**src/rtl/chacha_block_seq.sv**
```systemverilog
// ChaCha block sequencer: owns the 16-word state, drives an external
// combinational quarter-round step unit one step per cycle, and returns
// the permuted block (optionally with the feed-forward add).
module chacha_block_seq #(
  parameter int unsigned ROUNDS  = 20,
  parameter int unsigned FEEDFWD = 1
) (
  input  logic         g_clk,
  input  logic         g_resetn,
  input  logic         in_valid,
  output logic         in_ready,
  input  logic [511:0] in_state,
  output logic         out_valid,
  input  logic         out_ready,
  output logic [511:0] out_state,
  output logic [63:0]  qr_rs1,
  output logic [63:0]  qr_rs2,
  output logic         qr_op_ad0,
  output logic         qr_op_bc0,
  output logic         qr_op_ad1,
  output logic         qr_op_bc1,
  input  logic [63:0]  qr_rd
);

  localparam int unsigned WORD_W  = 32;
  localparam int unsigned NWORDS  = 16;
  localparam int unsigned IDX_W   = 4;
  localparam int unsigned NDR     = ROUNDS / 2;
  localparam int unsigned DR_W    = (NDR > 1) ? $clog2(NDR) : 1;
  localparam logic [DR_W-1:0] LAST_DR = DR_W'(NDR - 1);

  typedef enum logic [1:0] {IDLE, RUN, FEED, DONE} state_t;

  state_t             state, state_nxt;
  logic [1:0]         step, step_nxt;
  logic [2:0]         qr, qr_nxt;
  logic [DR_W-1:0]    dr, dr_nxt;
  logic [WORD_W-1:0]  work     [NWORDS];
  logic [WORD_W-1:0]  work_nxt [NWORDS];
  logic [WORD_W-1:0]  saved    [NWORDS];
  logic [511:0]       work_flat_nxt;
  logic [IDX_W-1:0]   idx_a, idx_b, idx_c, idx_d;

  // Word selection: columns for qr 0..3, diagonals (rotated rows) for qr 4..7
  always_comb begin
    idx_a = {2'b00, qr[1:0]};
    idx_b = {2'b01, qr[1:0]};
    idx_c = {2'b10, qr[1:0]};
    idx_d = {2'b11, qr[1:0]};
    if (qr[2]) begin
      idx_b = {2'b01, qr[1:0] + 2'd1};
      idx_c = {2'b10, qr[1:0] + 2'd2};
      idx_d = {2'b11, qr[1:0] + 2'd3};
    end
  end

  // Next-state, step issue and work-register write-back
  always_comb begin
    state_nxt = state;
    step_nxt  = step;
    qr_nxt    = qr;
    dr_nxt    = dr;
    for (int i = 0; i < NWORDS; i++) work_nxt[i] = work[i];
    qr_rs1    = '0;
    qr_rs2    = '0;
    qr_op_ad0 = 1'b0;
    qr_op_bc0 = 1'b0;
    qr_op_ad1 = 1'b0;
    qr_op_bc1 = 1'b0;
    case (state)
      IDLE: begin
        if (in_valid) begin
          state_nxt = RUN;
          step_nxt  = '0;
          qr_nxt    = '0;
          dr_nxt    = '0;
          for (int i = 0; i < NWORDS; i++) work_nxt[i] = in_state[WORD_W*i +: WORD_W];
        end
      end
      RUN: begin
        qr_rs1    = {work[idx_a], work[idx_d]};
        qr_rs2    = {work[idx_b], work[idx_c]};
        qr_op_ad0 = (step == 2'd0);
        qr_op_bc0 = (step == 2'd1);
        qr_op_ad1 = (step == 2'd2);
        qr_op_bc1 = (step == 2'd3);
        for (int i = 0; i < NWORDS; i++) begin
          if (!step[0]) begin
            if (IDX_W'(i) == idx_a) work_nxt[i] = qr_rd[63:32];
            if (IDX_W'(i) == idx_d) work_nxt[i] = qr_rd[31:0];
          end else begin
            if (IDX_W'(i) == idx_b) work_nxt[i] = qr_rd[63:32];
            if (IDX_W'(i) == idx_c) work_nxt[i] = qr_rd[31:0];
          end
        end
        step_nxt = step + 2'd1;
        if (step == 2'd3) begin
          qr_nxt = qr + 3'd1;
          if (qr == 3'd7) begin
            dr_nxt = dr + DR_W'(1);
            if (dr == LAST_DR) begin
              dr_nxt    = '0;
              state_nxt = (FEEDFWD != 0) ? FEED : DONE;
            end
          end
        end
      end
      FEED: begin
        for (int i = 0; i < NWORDS; i++) work_nxt[i] = work[i] + saved[i];
        state_nxt = DONE;
      end
      DONE: begin
        if (out_ready) state_nxt = IDLE;
      end
      default: state_nxt = IDLE;
    endcase
  end

  // Flatten the next work state for the output capture
  always_comb begin
    work_flat_nxt = '0;
    for (int i = 0; i < NWORDS; i++) work_flat_nxt[WORD_W*i +: WORD_W] = work_nxt[i];
  end

  // State, counters and work/saved registers
  always_ff @(posedge g_clk or negedge g_resetn) begin
    if (!g_resetn) begin
      state <= IDLE;
      step  <= '0;
      qr    <= '0;
      dr    <= '0;
      for (int i = 0; i < NWORDS; i++) begin
        work[i]  <= '0;
        saved[i] <= '0;
      end
    end else begin
      state <= state_nxt;
      step  <= step_nxt;
      qr    <= qr_nxt;
      dr    <= dr_nxt;
      for (int i = 0; i < NWORDS; i++) work[i] <= work_nxt[i];
      if (state == IDLE && in_valid) begin
        for (int i = 0; i < NWORDS; i++) saved[i] <= in_state[WORD_W*i +: WORD_W];
      end
    end
  end

  // Registered handshake flags; result captured once on entry to DONE
  always_ff @(posedge g_clk or negedge g_resetn) begin
    if (!g_resetn) begin
      in_ready  <= 1'b1;
      out_valid <= 1'b0;
      out_state <= '0;
    end else begin
      in_ready  <= (state_nxt == IDLE);
      out_valid <= (state_nxt == DONE);
      if (state_nxt == DONE && state != DONE) out_state <= work_flat_nxt;
    end
  end

endmodule
```
**config.mk**
```make
export PLATFORM = sky130hd
export DESIGN_NAME = chacha_block_seq
export DESIGN_NICKNAME = d
export VERILOG_FILES = /design/src/rtl/chacha_block_seq.sv
export SDC_FILE = /design/constraint.sdc
export NUM_CORES = 2
export LEC_CHECK = 0
export CAP_MARGIN = 20
export CORE_AREA = 2 2 481 483
export CTS_CLUSTER_SIZE = 14
export DETAILED_ROUTE_END_ITERATION = 12
export DIE_AREA = 0 0 483 485
export PLACE_DENSITY = 0.68
export SLEW_MARGIN = 15
export SYNTH_ARGS = -nofsm -noshare
export SYNTH_HDL_FRONTEND = slang
export SYNTH_SLANG_ARGS = --single-unit
```
**constraint.sdc**
```tcl
create_clock -name g_clk -period 3.35 [get_ports g_clk]
set_input_delay 0.5025 -clock g_clk [delete_from_list [all_inputs] [get_ports g_clk]]
set_output_delay 0.5025 -clock g_clk [all_outputs]
set_load 0.05 [all_outputs]
```
==> run summary <==
run status -> complete, but fails checks
violated checks -> setup timing
Syn-to-layout area delta -> 34.2%
Final Wtd Congestion -> 1.03
Clk Latency, worst-skew pair -> 0.87 ns
clock-pin slew on the worst setup and hold paths -> 0.06 ns
DR WL/cell -> 31.4 µm
register share of total power -> 21.0%
Net Sw Power -> 68900 µW
# rows -> 176
clock share of power -> 14.9%
Avg Inst Size Synth -> 8.46 µm²
Max Fclk -> 278 MHz
top-count cell post-synth -> nand2_1
Worst Hold Depth -> 3
gr ovfl total -> 0
top-area cell type share of the netlist area -> 38.9%
1st-iter DRT viols -> 12010
hpwl dp -> 392000 µm
max_cap viols -> 0
GRT Util Overall -> 43.0%
crit path max fanout -> 8
count of final setup violators -> 88
vias -> 104167
CP Capture Type -> output pin
Seq/Total Area, Yosys -> 39.0%
Clock Tree Buf Depth -> 3
Reg2Reg Depth -> 15
critical setup path kind -> reg -> out
vias per cell -> 6.21
top area cells in the synthesized netlist -> dfrtp_1, nand2_1, mux2i_1, ha_1, o21ai_0
power per standard cell area -> 1080 nW/µm²
largest net degree at the start of global routing -> 166
Hold Startpoint -> in_state[75]
clock root buffer -> clkbuf_16
Final Slew Violations -> 0
skew final -> 0.0342 ns
Final Worst Setup Slack -> -0.247 ns
Num CTS Buffers -> 183
FF+latch count, synth -> 1549
Non-Filler Instances -> 16785
Worst EP required -> 2.85 ns
Worst Setup Start Kind -> register
area leader, netlist -> dfrtp_1
synth cell count leaders -> nand2_1, dfrtp_1, o21ai_0
H-Tree Level Count -> 4
Combinational Power Share -> 64.1%
final period utilization -> 107%
die height -> 485 µm
worst flop-to-flop path endpoint -> work[186]$_DFF_PN0_
Pint -> 75300 µW
layout cell share with drive strength beyond 1 -> 15.2%
placeable core area -> 229000 µm²
Worst Tran Pin Value -> 1.24 ns
Post-synth EDFFs -> 0
RSZ-0062 raised after global routing -> yes
mapped cell area -> 99500 µm²
post-route ant nets -> 0
Worst Hold Class -> in -> reg
vias in the first global route -> 99571
CTS tree -> yes
Net count, final -> 14682
yosys warns -> 0
Sink Count -> 1549
Cell variety after synth -> 89
final hold vios -> 0
antenna violations before repair -> 74
I/O pin cnt -> 1226
DR DRC count -> 0
asr flop ratio synth -> 100%
DP Cell Count -> 16290
Worst Setup SP -> qr[0]$_DFFE_PN0P_
total power -> 144000 µW
die area -> 234000 µm²
drt first pass iters -> 10
Lkg Pwr -> 0.0641 µW
final WL -> 527000 µm
Hold Path Sink -> saved[427]$_DFFE_PN0P_
sw frac -> 47.8%
top_reg_cell synth -> dfrtp_1
reg-to-reg setup timing slack -> 0.01 ns
worst path arrival time -> 3.09 ns
die width -> 483 µm
Mapped Cells -> 11760
crit path time final -> 3.60 ns
Worst R2R Start -> saved[160]$_DFFE_PN0P_
syn nets -> 12863
Starting Density -> 43.4%
max_slew headroom -> 16.7%
first-pass GRT wire length -> 732000 µm
Max IR drop VDD -> 0.00135 V
Final Util -> 58.3%
# port buffers -> 1225
## logic make-up after synthesis
kind of cell | Yosys count | share of synthesized area [%]
buf+inv | 884 | 3.35
compound gates | 2857 | 18.3
simple gates | 4658 | 19.1
flops | 1549 | 39.0
fa+ha+maj | 523 | 6.70
mux | 849 | 9.70
xor+xnor | 440 | 3.87
## layer usage
metal,global-route usage (%),vias to the layer above,part of all wire (%)
met5,0,-,0.046
met4,32.7,34,9.0
met3,10.4,1486,10
met2,62.6,6594,42
met1,55.3,51195,38
li1,-,44858,-
## cells in the final DEF, fill, tap and decap left out, drive strengths merged, types with 179 or more instances in the layout
cell type | netlist | final
dfrtp | 1548 | 1548
xnor2 | 299 | 299
mux2i | 729 | 729
buf | 118 | 1243
a21oi | 683 | 683
ha | 507 | 507
nand2 | 3410 | 3410
clkdlybuf4s50 | 0 | 1091
o21ai | 771 | 771
a21o | 269 | 269
inv | 170 | 179
o211ai | 209 | 209
clkbuf | 594 | 255
nor2 | 574 | 574
## critical path, stage by stage (launching register included)
cell and delay [ns]:
dfrtp_4 0.52, buf_12 0.15, xor2_4 0.19, buf_12 0.17, buf_16 0.19, mux4_2 0.64
and2_4 0.21, buf_12 0.14
## power groups by stage
stage          Sequential (µW)  Combinational [µW]  Clock (µW)
2_1_floorplan            31100               42300           0
3_3_place_gp             29800               81800           0
3_5_place_dp             30000               82300           0
4_1_cts                  29700               86900       21600
5_1_grt                  30500               96200       22400
6_report                 30200               92500       21600
## how the worst max path moves through the flow
stage / cells past startpoint / endpoint
finish: 7 / qr_rs2[36]
floorplan: 9 / qr_rs1[10]
CTS: 7 / qr_rs2[36]
global route: 8 / qr_rs2[62]
global placement: 14 / work[348]$_DFF_PN0_
detailed placement: 16 / out_state[318]$_DFFE_PN0P_
## area by class of cell
class / instances / area [µm²]
Multi-Input combinational cell: 9327 / 59800
Tap cell: 3026 / 3790
Clock buffer: 247 / 5210
Sequential cell: 1549 / 38800
Antenna cell: 38 / 95.1
Clock inverter: 80 / 1060
Timing Repair Buffer: 2346 / 24100
Inverter: 172 / 672
Fill cell: 20210 / 95500
## registers in the layout, summed over array words and instances (netlist names)
signal	count
out_valid	1
qr	3
out_state	512
step	2
dr	4
work	512
saved	512
state	2
in_ready	1
## metrics by stage
step	TNS (ns)	instance area, µm²	setup slack, ns	hold slack (ns)
2_1_floorplan	0	99500	0.0333	0.207
5_1_grt	-16.65	133000	-0.280	0.192
4_1_cts	-12.91	131000	-0.264	0.150
6_report	-11.76	133000	-0.247	0.204
3_5_place_dp	-5.48	123000	-0.309	0.463
3_3_place_gp	-3.60	123000	-0.336	0.460
## repair_timing
action / CTS / global route
pin swaps: 52 / 146
hold buffers: 1 / 0
gates resized for setup: 255 / 344
hold endpoints to repair: 59 / 0
endpoints found under the setup margin: 203 / 326
cloned: 13 / 10
setup buffers: 48 / 62
(Power assumes the default switching activity.)
